--- config.mk ---
export PLATFORM = sky130hd
export DESIGN_NAME = load_use_stall_ctrl
export DESIGN_NICKNAME = d
export VERILOG_FILES = /design/src/rtl/load_use_stall_ctrl.sv
export SDC_FILE = /design/constraint.sdc
export NUM_CORES = 1
export LEC_CHECK = 0
export CAP_MARGIN = 20
export CORE_ASPECT_RATIO = 0.5
export CORE_MARGIN = 1.5
export CORE_UTILIZATION = 43
export DETAILED_ROUTE_END_ITERATION = 8
export PLACE_DENSITY = 0.72
export SLEW_MARGIN = 40
export SYNTH_ARGS = -nofsm -noshare
export SYNTH_HDL_FRONTEND = slang
export SYNTH_SLANG_ARGS = --single-unit
--- constraint.sdc ---
create_clock -name clk -period 2.1 [get_ports clk]
set_clock_uncertainty 0.2 [all_clocks]
set_input_delay 0.21 -clock clk [delete_from_list [all_inputs] [get_ports clk]]
set_output_delay 0.21 -clock clk [all_outputs]
set_load 0.01 [all_outputs]
--- src/rtl/load_use_stall_ctrl.sv ---
// Load-use hazard controller: stalls PC/IF-ID and bubbles ID/EX behind a load,
// waits out a busy data memory, then pulses the WB-to-EX forward selects once.
module load_use_stall_ctrl #(
    parameter int REG_ADDR_W   = 5,
    parameter int STALL_CYCLES = 1,
    parameter int CNT_W        = 16
) (
    input  logic                  clk,
    input  logic                  reset,
    input  logic                  ex_is_load,
    input  logic [REG_ADDR_W-1:0] ex_rd,
    input  logic [REG_ADDR_W-1:0] id_rs1,
    input  logic [REG_ADDR_W-1:0] id_rs2,
    input  logic                  id_rs1_used,
    input  logic                  id_rs2_used,
    input  logic                  mem_busy,
    input  logic                  flush,
    output logic                  stall,
    output logic                  bubble_enable,
    output logic                  forward_from_wb_stage_to_rs1,
    output logic                  forward_from_wb_stage_to_rs2,
    output logic [CNT_W-1:0]      hazard_count
);

    typedef enum logic [1:0] {
        IDLE,
        STALL,
        MEM_WAIT,
        FWD
    } state_t;

    // Countdown holds STALL_CYCLES-1, so four bits cover the legal 1..15 range.
    localparam logic [3:0] CNT_INIT = 4'(STALL_CYCLES - 1);

    state_t           state_q, state_d;
    logic [3:0]       cnt_q, cnt_d;
    logic             m1_q, m1_d;
    logic             m2_q, m2_d;
    logic [CNT_W-1:0] hazard_count_q, hazard_count_d;

    logic hit1, hit2, hazard;

    always_comb begin
        hit1   = id_rs1_used & (id_rs1 == ex_rd);
        hit2   = id_rs2_used & (id_rs2 == ex_rd);
        hazard = ex_is_load & (ex_rd != '0) & (hit1 | hit2);
    end

    // NOTE: sequential state uses non-blocking assignments only, so every flop
    // samples the pre-edge values no matter how the statements are ordered.
    always_ff @(posedge clk) begin
        if (!reset) begin
            state_q        <= IDLE;
            cnt_q          <= '0;
            m1_q           <= 1'b0;
            m2_q           <= 1'b0;
            hazard_count_q <= '0;
        end else begin
            state_q        <= state_d;
            cnt_q          <= cnt_d;
            m1_q           <= m1_d;
            m2_q           <= m2_d;
            hazard_count_q <= hazard_count_d;
        end
    end

    // NOTE: every signal gets a default first, which keeps this block free of
    // inferred latches even on paths that do not assign it.
    always_comb begin
        state_d        = state_q;
        cnt_d          = cnt_q;
        m1_d           = m1_q;
        m2_d           = m2_q;
        hazard_count_d = hazard_count_q;

        if (flush) begin
            state_d = IDLE;
            cnt_d   = '0;
            m1_d    = 1'b0;
            m2_d    = 1'b0;
        end else begin
            unique case (state_q)
                IDLE, FWD: begin
                    // FWD re-arms directly so back-to-back loads skip IDLE.
                    state_d = IDLE;
                    if (hazard) begin
                        state_d = STALL;
                        cnt_d   = CNT_INIT;
                        m1_d    = hit1;
                        m2_d    = hit2;
                        if (hazard_count_q != '1) begin
                            hazard_count_d = hazard_count_q + 1'b1;
                        end
                    end
                end
                STALL: begin
                    if (cnt_q != '0) begin
                        cnt_d = cnt_q - 1'b1;
                    end else if (mem_busy) begin
                        state_d = MEM_WAIT;
                    end else begin
                        state_d = FWD;
                    end
                end
                MEM_WAIT: begin
                    if (!mem_busy) begin
                        state_d = FWD;
                    end
                end
                default: state_d = IDLE;
            endcase
        end
    end

    always_comb begin
        stall                        = 1'b0;
        bubble_enable                = 1'b0;
        forward_from_wb_stage_to_rs1 = 1'b0;
        forward_from_wb_stage_to_rs2 = 1'b0;
        unique case (state_q)
            STALL, MEM_WAIT: begin
                stall         = 1'b1;
                bubble_enable = 1'b1;
            end
            FWD: begin
                forward_from_wb_stage_to_rs1 = m1_q;
                forward_from_wb_stage_to_rs2 = m2_q;
            end
            default: ;
        endcase
    end

    assign hazard_count = hazard_count_q;

endmodule

### Word-level counts from Yosys, hierarchy flattened

Cells that the tools add are included.

| word-level totals | value |
|---|---|
| flip-flop bits (word level) | 24 |
| latch bits | 0 |
| bits in writable memories | 0 |
| memory bits (read-only) | 0 |
| input bits | 22 |
| word-level logic and storage cells | 46 |
| memories kept | 0 |

| cells by class | value |
|---|---|
| add/sub/neg operators | 2 |
| multiply operators | 0 |
| divide/modulo/power cells | 0 |
| magnitude comparators | 0 |
| equal/unequal tests | 10 |
| shifts and indexed selects | 0 |
| mux-type cells | 11 |
| bitwise operators | 7 |
| reductions and logical operators | 11 |

Operator list:

| operator | count |
|---|---|
| $add A16 B1 Y16 const B | 1 |
| $ne A16 B16 Y1 const B | 1 |
| $eq A5 B5 Y1 | 2 |
| $mux W4 | 2 |
| $ne A2 B2 Y1 const B | 4 |
| $pmux W4 S2 | 1 |
| $pmux W2 S3 | 1 |
| $reduce_or A2 Y1 | 3 |
| $mux W1 | 5 |
| $reduce_bool A5 Y1 | 1 |
| $and A1 B1 Y1 | 4 |
| $eq A2 B2 Y1 const B | 2 |
| $mux W2 | 2 |
| $reduce_and A2 Y1 | 2 |
| $reduce_and A4 Y1 | 1 |
| $reduce_bool A4 Y1 | 1 |
| $sub A4 B1 Y4 const B | 1 |
| $reduce_and A3 Y1 | 1 |
| $eq A2 B1 Y1 const B | 1 |
| $logic_not A2 Y1 | 1 |
| $not A1 Y1 | 2 |
| $reduce_bool A2 Y1 | 1 |
| $or A1 B1 Y1 | 1 |

### Longest topological paths before layout

Gate-level depths: netlist (run 1).

| depth | value |
|---|---|
| depth in word-level cells | 6 |
| mapped depth | 8 |
| gate-level depth less buffers | 8 |

### Worst setup path after synthesis (run 1)

Ideal clock, no wire load.

| path | value |
|---|---|
| path type | flip-flop to flip-flop |
| from | reg hazard_count_q[12], in the netlist hazard_count[12] |
| to | reg hazard_count_q[15], in the netlist hazard_count[15] |
| arrival time | 1.808 ns |
| data required time | 1.830 ns |
| setup slack | 0.023 ns |
| cell stages (with the launch flop) | 7 |
| buffers on the path | 0 |
| path through | dfxtp_1 and4_4 and3_4 a311o_4 or2_0 or3_1 a21oi_1 |

| on the way | value |
|---|---|
| longest elaborated chain between the ends | 2 |
| elaborated cells between the ends (all ways) | 3 |
| those cells by class | 1 x add/sub; 1 x eq/ne; 1 x reduce/logical |

Ends and longest elaborated chain:

| what | RTL line | RTL |
|---|---|---|
| from (decl) | 39 | `logic [CNT_W-1:0] hazard_count_q, hazard_count_d;` |
| from (signal assigned) | 63 | `hazard_count_q <= hazard_count_d;` |
| branches (longest 2 deep; another with $add A16 B1 Y16) | - |  |

Several ways; the timed one is not identified.
A chain may end at the register's enable or synchronous reset.

### Final worst setup path (run 1)

| path | value |
|---|---|
| from | reg state_q[0] |
| to | reg hazard_count_q[13], in the netlist hazard_count[13] |

| on the way | value |
|---|---|
| longest elaborated chain between the ends | 3 |
| elaborated cells between the ends (all ways) | 4 |
| those cells by class | 1 x eq/ne; 3 x reduce/logical |

Ends and longest elaborated chain:

| what | RTL line | RTL |
|---|---|---|
| from (decl) | 35 | `state_t state_q, state_d;` |
| from (signal assigned) | 59 | `state_q <= state_d;` |
| $eq A2 B2 Y1 / $logic_not A2 Y1 (equally long branches) | 82 | `unique case (state_q)` |
| $reduce_or A2 Y1 * | 82 |  |
| $reduce_and A4 Y1 (no line) * | - |  |

Every way passes the cells marked *; elsewhere a longest branch is shown, timed or not.

==> flow_summary.json, run 1 <==
{
  "outcome": "finished, final reports clean",
  "cp_top_family": "simple AND/OR/NAND/NOR gates",
  "fp.dieH_um": 44.8,
  "fin_crit_ps": 2060,
  "fmax_mhz": 484,
  "core_mm2": 0.00315,
  "rows": 14,
  "hp-class": "reg2reg",
  "synth-edff-count": 0,
  "synth_area_mm2": 0.00150,
  "synth_seq_cells": 24,
  "grt_pass1_wl_um": 7130,
  "peakVddDrop_mv": 0.195,
  "path_cells": "inv_1 > ha_4 > o211ai_4 > nor2_4 > o21ai_4 > or4_1 > a21oi_1",
  "cts_sinks": 24,
  "place_area_mm2": 0.00216,
  "finalInstanceArea_mm2": 0.00250,
  "ant_nets": 0,
  "critPathArrivalTime_ps": 2080,
  "dr.first_iter.drc_count": 56,
  "slowest_delay_ps": 540,
  "clk_pin_slew_ps": 90,
  "setup_viol": 0,
  "cts-root-buf": "clkbuf_8",
  "ys_warn_count": 0,
  "nets": 285,
  "yosysSeqAreaShare_pct": 32.0,
  "clk_path_buf_depth": 2,
  "diodes": 0,
  "gr-usage-all-layers_pct": 24.3,
  "fin_total_pwr_mw": 0.893,
  "gp_congestion": 0.820,
  "cap_viol_max_count": 0,
  "start_util_pct": 47.6,
  "slew_violations": 0,
  "grt_max_degree": 15,
  "critPathBufInv": 1,
  "n_fill_cell": 209,
  "die_x_um": 86.5,
  "rsz0062_at_grt": "yes",
  "power_density_mw_per_mm2": 357,
  "layout-drive-gt1-share_pct": 33.3,
  "hold_viol_final": 0,
  "drcViolationCount": 0,
  "finalCritPeriodShare_pct": 98.3,
  "final_cell_mix": "buf_4 (38), clkdlybuf4s50_1 (26), dfxtp_1 (22)",
  "wl_per_cell_um": 16.6,
  "clk_latency_ps": 280,
  "cts_max_level": 1,
  "slew_headroom_pct": 76.8,
  "hpwlAfterDp_um": 3040,
  "crit_fanout": 6,
  "async_reset_ff_share_pct": 0,
  "syn_nets": 201,
  "holdWs_ps": 285,
  "cp-end-kind": "flop",
  "grt.overflow.total": 0,
  "setup_tns_ps": 0,
  "cp_slowest_cell": "or4_1",
  "ys_types": 42,
  "vias": 1706,
  "start_kind": "flop",
  "dr.pass1.iters": 4,
  "ys.flop_type": "dfxtp_1",
  "grt_pass1_vias": 1517,
  "ios": 42,
  "syn_to_final_growth_pct": 66.6,
  "cts_tree": "built",
  "avgSynthCellArea_um2": 8.67,
  "synthCells": 173,
  "io_buffers": 41,
  "required_ps": 2120,
  "worstSetupPathType": "reg2reg",
  "routed_wl_um": 4890,
  "p_leak_nw": 0.920,
  "worst_slew_pin_slew_ps": 346,
  "cts_buffers": 3,
  "dieArea_mm2": 0.00387,
  "layout_commonest_cell": "buf_4",
  "antenna_found_initial": 0,
  "via_per_inst": 5.78
}
## final timing paths
check / start / endpoint / slack [ps] / cells after the start
worst min-delay path: cnt_q[1]$_SDFFE_PP0P_ / cnt_q[1]$_SDFFE_PP0P_ / 290 / 2
worst min register to register: cnt_q[1]$_SDFFE_PP0P_ / cnt_q[1]$_SDFFE_PP0P_ / 290 / 2
worst max-delay path: state_q[0]$_SDFFE_PP0P_ / hazard_count[13]$_SDFFE_PN0P_ / 40 / 7
worst max register to register: state_q[0]$_SDFFE_PP0P_ / hazard_count[13]$_SDFFE_PN0P_ / 40 / 7
## stage by stage
stage / instances / worst slack (ps) / utilization, %
global route: 295 / -27.3 / 79.2
finish: 295 / 35.5 / 79.2
CTS: 289 / -25.0 / 73.0
detailed placement: 280 / -622 / 68.5
floorplan: 173 / 22.5 / -
global placement: 280 / -473 / 68.5
## per-layer routing
| metal | share of wire (%) | GRT usage [%] | vias up | routed length, um |
|---|---|---|---|---|
| met5 | 0 | 0 | - | 0 |
| met4 | 1.6 | 9.03 | 0 | 77 |
| met3 | 4.2 | 4.57 | 7 | 204 |
| met2 | 47 | 42.2 | 41 | 2320 |
| met1 | 47 | 31.1 | 838 | 2290 |
| li1 | - | - | 820 | - |
## flip-flops by register name, indices dropped and copies added (netlist names)
name,cells
hazard_count,16
cnt_q,4
state_q,2
m1_q,1
m2_q,1
## synth_stat cells, types with 3 or more instances
| master | count | area share (%) |
|---|---|---|
| xnor2_1 | 3 | 1.8 |
| a21oi_1 | 18 | 6.0 |
| o21ai_0 | 4 | 1.3 |
| ha_1 | 6 | 5.0 |
| o41ai_1 | 3 | 1.8 |
| o31ai_1 | 9 | 4.5 |
| inv_1 | 10 | 2.5 |
| and2_1 | 3 | 1.3 |
| dfxtp_1 | 24 | 32 |
| nand4_1 | 3 | 1.3 |
| or4_1 | 10 | 5.0 |
| xor2_1 | 8 | 4.7 |
| and3_2 | 3 | 1.5 |
| nand2_1 | 9 | 2.3 |
| or3_1 | 5 | 2.1 |
| nor2_1 | 12 | 3.0 |
| nand3_1 | 9 | 3.0 |
## worst register-to-register path, stage by stage, from the launching register on
cell	delay (ps)
dfxtp_2	340
inv_1	70
ha_4	290
o211ai_4	90
nor2_4	230
o21ai_4	130
or4_1	540
a21oi_1	130
## power by group
part / internal, mW / total [mW] / leakage [nW] / switching, mW
clock network: 0.129 / 0.287 / 0.0216 / 0.158
logic: 0.0751 / 0.151 / 0.705 / 0.0756
registers: 0.455 / 0.455 / 0.194 / 0.000330
total: 0.659 / 0.893 / 0.920 / 0.234
## logic make-up (layout without fill, tap and decap cells)
logic type	after synthesis	count (layout)	share of synthesized area, %
DFF	24	24	32.0
and+or+nand+nor	64	64	25.2
xor gates and xnor gates	11	11	6.42
AOI/OAI and AO/OA	50	53	24.8
buffers and inverters	16	95	5.25
muxes	2	2	1.33
adders and majority gates	6	6	5.00
## layout make-up
cell class / instances / area, um^2 / area share (%)
Clock buffer: 3 / 41.3 / 1.65
Inverter: 10 / 37.5 / 1.50
Multi-Input combinational cell: 136 / 1160 / 46.5
Sequential cell: 24 / 483 / 19.3
Tap cell: 40 / 50.0 / 2.00
Timing Repair Buffer: 82 / 724 / 29.0
## timing repair
item                                   CTS  global route
setup endpoints to repair               22            23
hold buffers                             0             0
endpoints found under the hold margin    0             0
setup buffers                            4             5
gates resized for setup                 25            35
cloned                                   2             1
pin swaps                               14            17
(Power assumes the default switching activity.)
==> inputs of run 2 (changes only) <==
Settings changed: CORE_UTILIZATION 43 to 44, PLACE_DENSITY 0.72 to 0.7, SETUP_SLACK_MARGIN from default to 0.2.
Clock period 2.1 ns to 2 ns, I/O delays scaled along.
==> run 2 against run 1 <==
  * The run now ends with DRC, setup timing left
  * First-iteration DRC count stayed put
  * Register-to-register slack worse by 110 ps
  * Die area is 2.2% lower
  * Final cell count is 6.4% higher
  * Critical path depth is 2 higher
  * Count of clock-buffer cells in the layout is 1 higher
  * Largest cell class unchanged
==> flow_summary.json, run 2 (same netlist as run 1, synthesis figures left out) <==
{
  "routed_wl_um": 6490,
  "critPathArrivalTime_ps": 2080,
  "dr.pass1.iters": 6,
  "ant_nets": 0,
  "grt_pass1_wl_um": 8680,
  "top_layer": "met4",
  "wl_per_cell_um": 20.7,
  "start_util_pct": 48.1,
  "fp.dieH_um": 44.3,
  "via_per_inst": 6.06,
  "worstSetupPathType": "reg2reg",
  "cts_max_level": 1,
  "final_cell_mix": "buf_4 (47), clkdlybuf4s50_1 (24), dfxtp_2 (12), buf_6 (12), dfxtp_1 (11)",
  "dp_cells": 277,
  "rsz0062_at_grt": "yes",
  "core_mm2": 0.00312,
  "hpwlAfterDp_um": 3050,
  "n_fill_cell": 125,
  "layout-drive-gt1-share_pct": 54.4,
  "p_leak_nw": 1.01,
  "cp-end-kind": "flop",
  "crit_fanout": 4,
  "setup_ws_ps": -77.0,
  "wl_met2_um": 3270,
  "grt.overflow.total": 0,
  "cap_viol_max_count": 0,
  "slew_violations": 0,
  "diodes": 0,
  "rows": 14,
  "drcViolationCount": 1,
  "slew_headroom_pct": 74.0,
  "hold_buffers": 0,
  "cts-root-buf": "clkbuf_8",
  "peakVddDrop_mv": 0.249,
  "cts_buffers": 3,
  "required_ps": 2000,
  "grt_pass1_vias": 1827,
  "finalCritPeriodShare_pct": 104,
  "hold_viol_final": 0,
  "largest_reg_flops": 16,
  "die_x_um": 85.6,
  "instances_no_fill": 314,
  "hp-class": "reg2reg",
  "clk_path_buf_depth": 2,
  "antenna_found_initial": 0,
  "nets": 303,
  "route.met3.wl_um": 451,
  "gp_congestion": 0.815,
  "dpl_worst_slack_ps": -581,
  "fmax_mhz": 481,
  "dieArea_mm2": 0.00379,
  "power_density_mw_per_mm2": 353,
  "setup_viol": 11,
  "dr.first_iter.drc_count": 56,
  "cts_sinks": 24,
  "ios": 42,
  "outcome": "complete, but fails checks",
  "clk_pin_slew_ps": 100,
  "cts_tree": "built",
  "worst_slew_pin_slew_ps": 389,
  "fin_total_pwr_mw": 1.01,
  "fin_crit_ps": 2080,
  "start_kind": "flop",
  "gr-usage-all-layers_pct": 29.9,
  "vias": 1904,
  "violations": "DRC, setup timing",
  "syn_to_final_growth_pct": 90.1,
  "wl_met1_um": 2570,
  "clk_latency_ps": 270,
  "io_buffers": 41,
  "grt_max_degree": 15,
  "layout_commonest_cell": "buf_4"
}
run 2: cell count changes in the layout (fill, tap and decap cells not counted), sizes merged:
| cell | previous run | this run |
|---|---|---|
| inv | 10 | 9 |
| buf | 42 | 69 |
| dlymetal6s2s | 4 | 0 |
| clkdlybuf4s50 | 26 | 24 |
| clkbuf | 3 | 5 |
| dlygate4sd2 | 8 | 4 |
| clkinvlp | 0 | 1 |
run 2: report_power, final:
group | internal, mW | total (mW) | switching [mW] | leakage (nW)
logic | 0.0876 | 0.178 | 0.0902 | 0.780
registers | 0.476 | 0.477 | 0.000701 | 0.200
clock network | 0.176 | 0.352 | 0.176 | 0.0288
run 2: final cells by class:
| class | count | area, um^2 | area share [%] |
|---|---|---|---|
| Clock buffer | 4 | 55.1 | 1.93 |
| Inverter | 10 | 46.3 | 1.62 |
| Multi-Input combinational cell | 136 | 1320 | 46.2 |
| Sequential cell | 24 | 499 | 17.5 |
| Tap cell | 40 | 50.0 | 1.76 |
| Timing Repair Buffer | 100 | 885 | 31.0 |
run 2: metrics by stage:
step	TNS [ps]	utilization, %	hold WS (ps)	area, um^2
2_1_floorplan	0	-	142	1580
3_3_place_gp	-8410	70.7	271	2200
3_5_place_dp	-10520	70.7	277	2200
4_1_cts	-17.0	83.5	288	2610
5_1_grt	-925	91.5	314	2850
6_report	-289	91.5	296	2850
run 2: worst max-delay path, cell delays in order, from the launching register on:
cell,delay (ps)
dfxtp_2,380
inv_4,50
ha_4,290
o211ai_4,90
nor2_4,170
o21ai_4,110
buf_12,140
buf_6,110
or3_1,300
a21oi_1,160
run 2: per-layer routing:
metal / global-route usage [%] / up-vias
met5: 0 / -
met4: 9.03 / 0
met3: 5.60 / 26
met2: 55.7 / 97
met1: 36.1 / 920
li1: - / 861
run 2: final timing paths:
check	from	to	slack, ps	cells past startpoint
hold reg to reg	hazard_count[4]$_SDFFE_PN0P_	hazard_count[4]$_SDFFE_PN0P_	300	2
setup / recovery	state_q[0]$_SDFFE_PP0P_	hazard_count[0]$_SDFFE_PN0P_	-80	9
setup reg to reg	state_q[0]$_SDFFE_PP0P_	hazard_count[0]$_SDFFE_PN0P_	-80	9
hold / removal	hazard_count[4]$_SDFFE_PN0P_	hazard_count[4]$_SDFFE_PN0P_	300	2
run 2: repair_timing:
item                                   in CTS  in global routing
cloned                                      3                  0
resized for setup                          84                 44
setup buffers                              20                 10
endpoints found under the hold margin       0                  0
setup endpoints to repair                  27                 27
pin swaps                                  25                 21
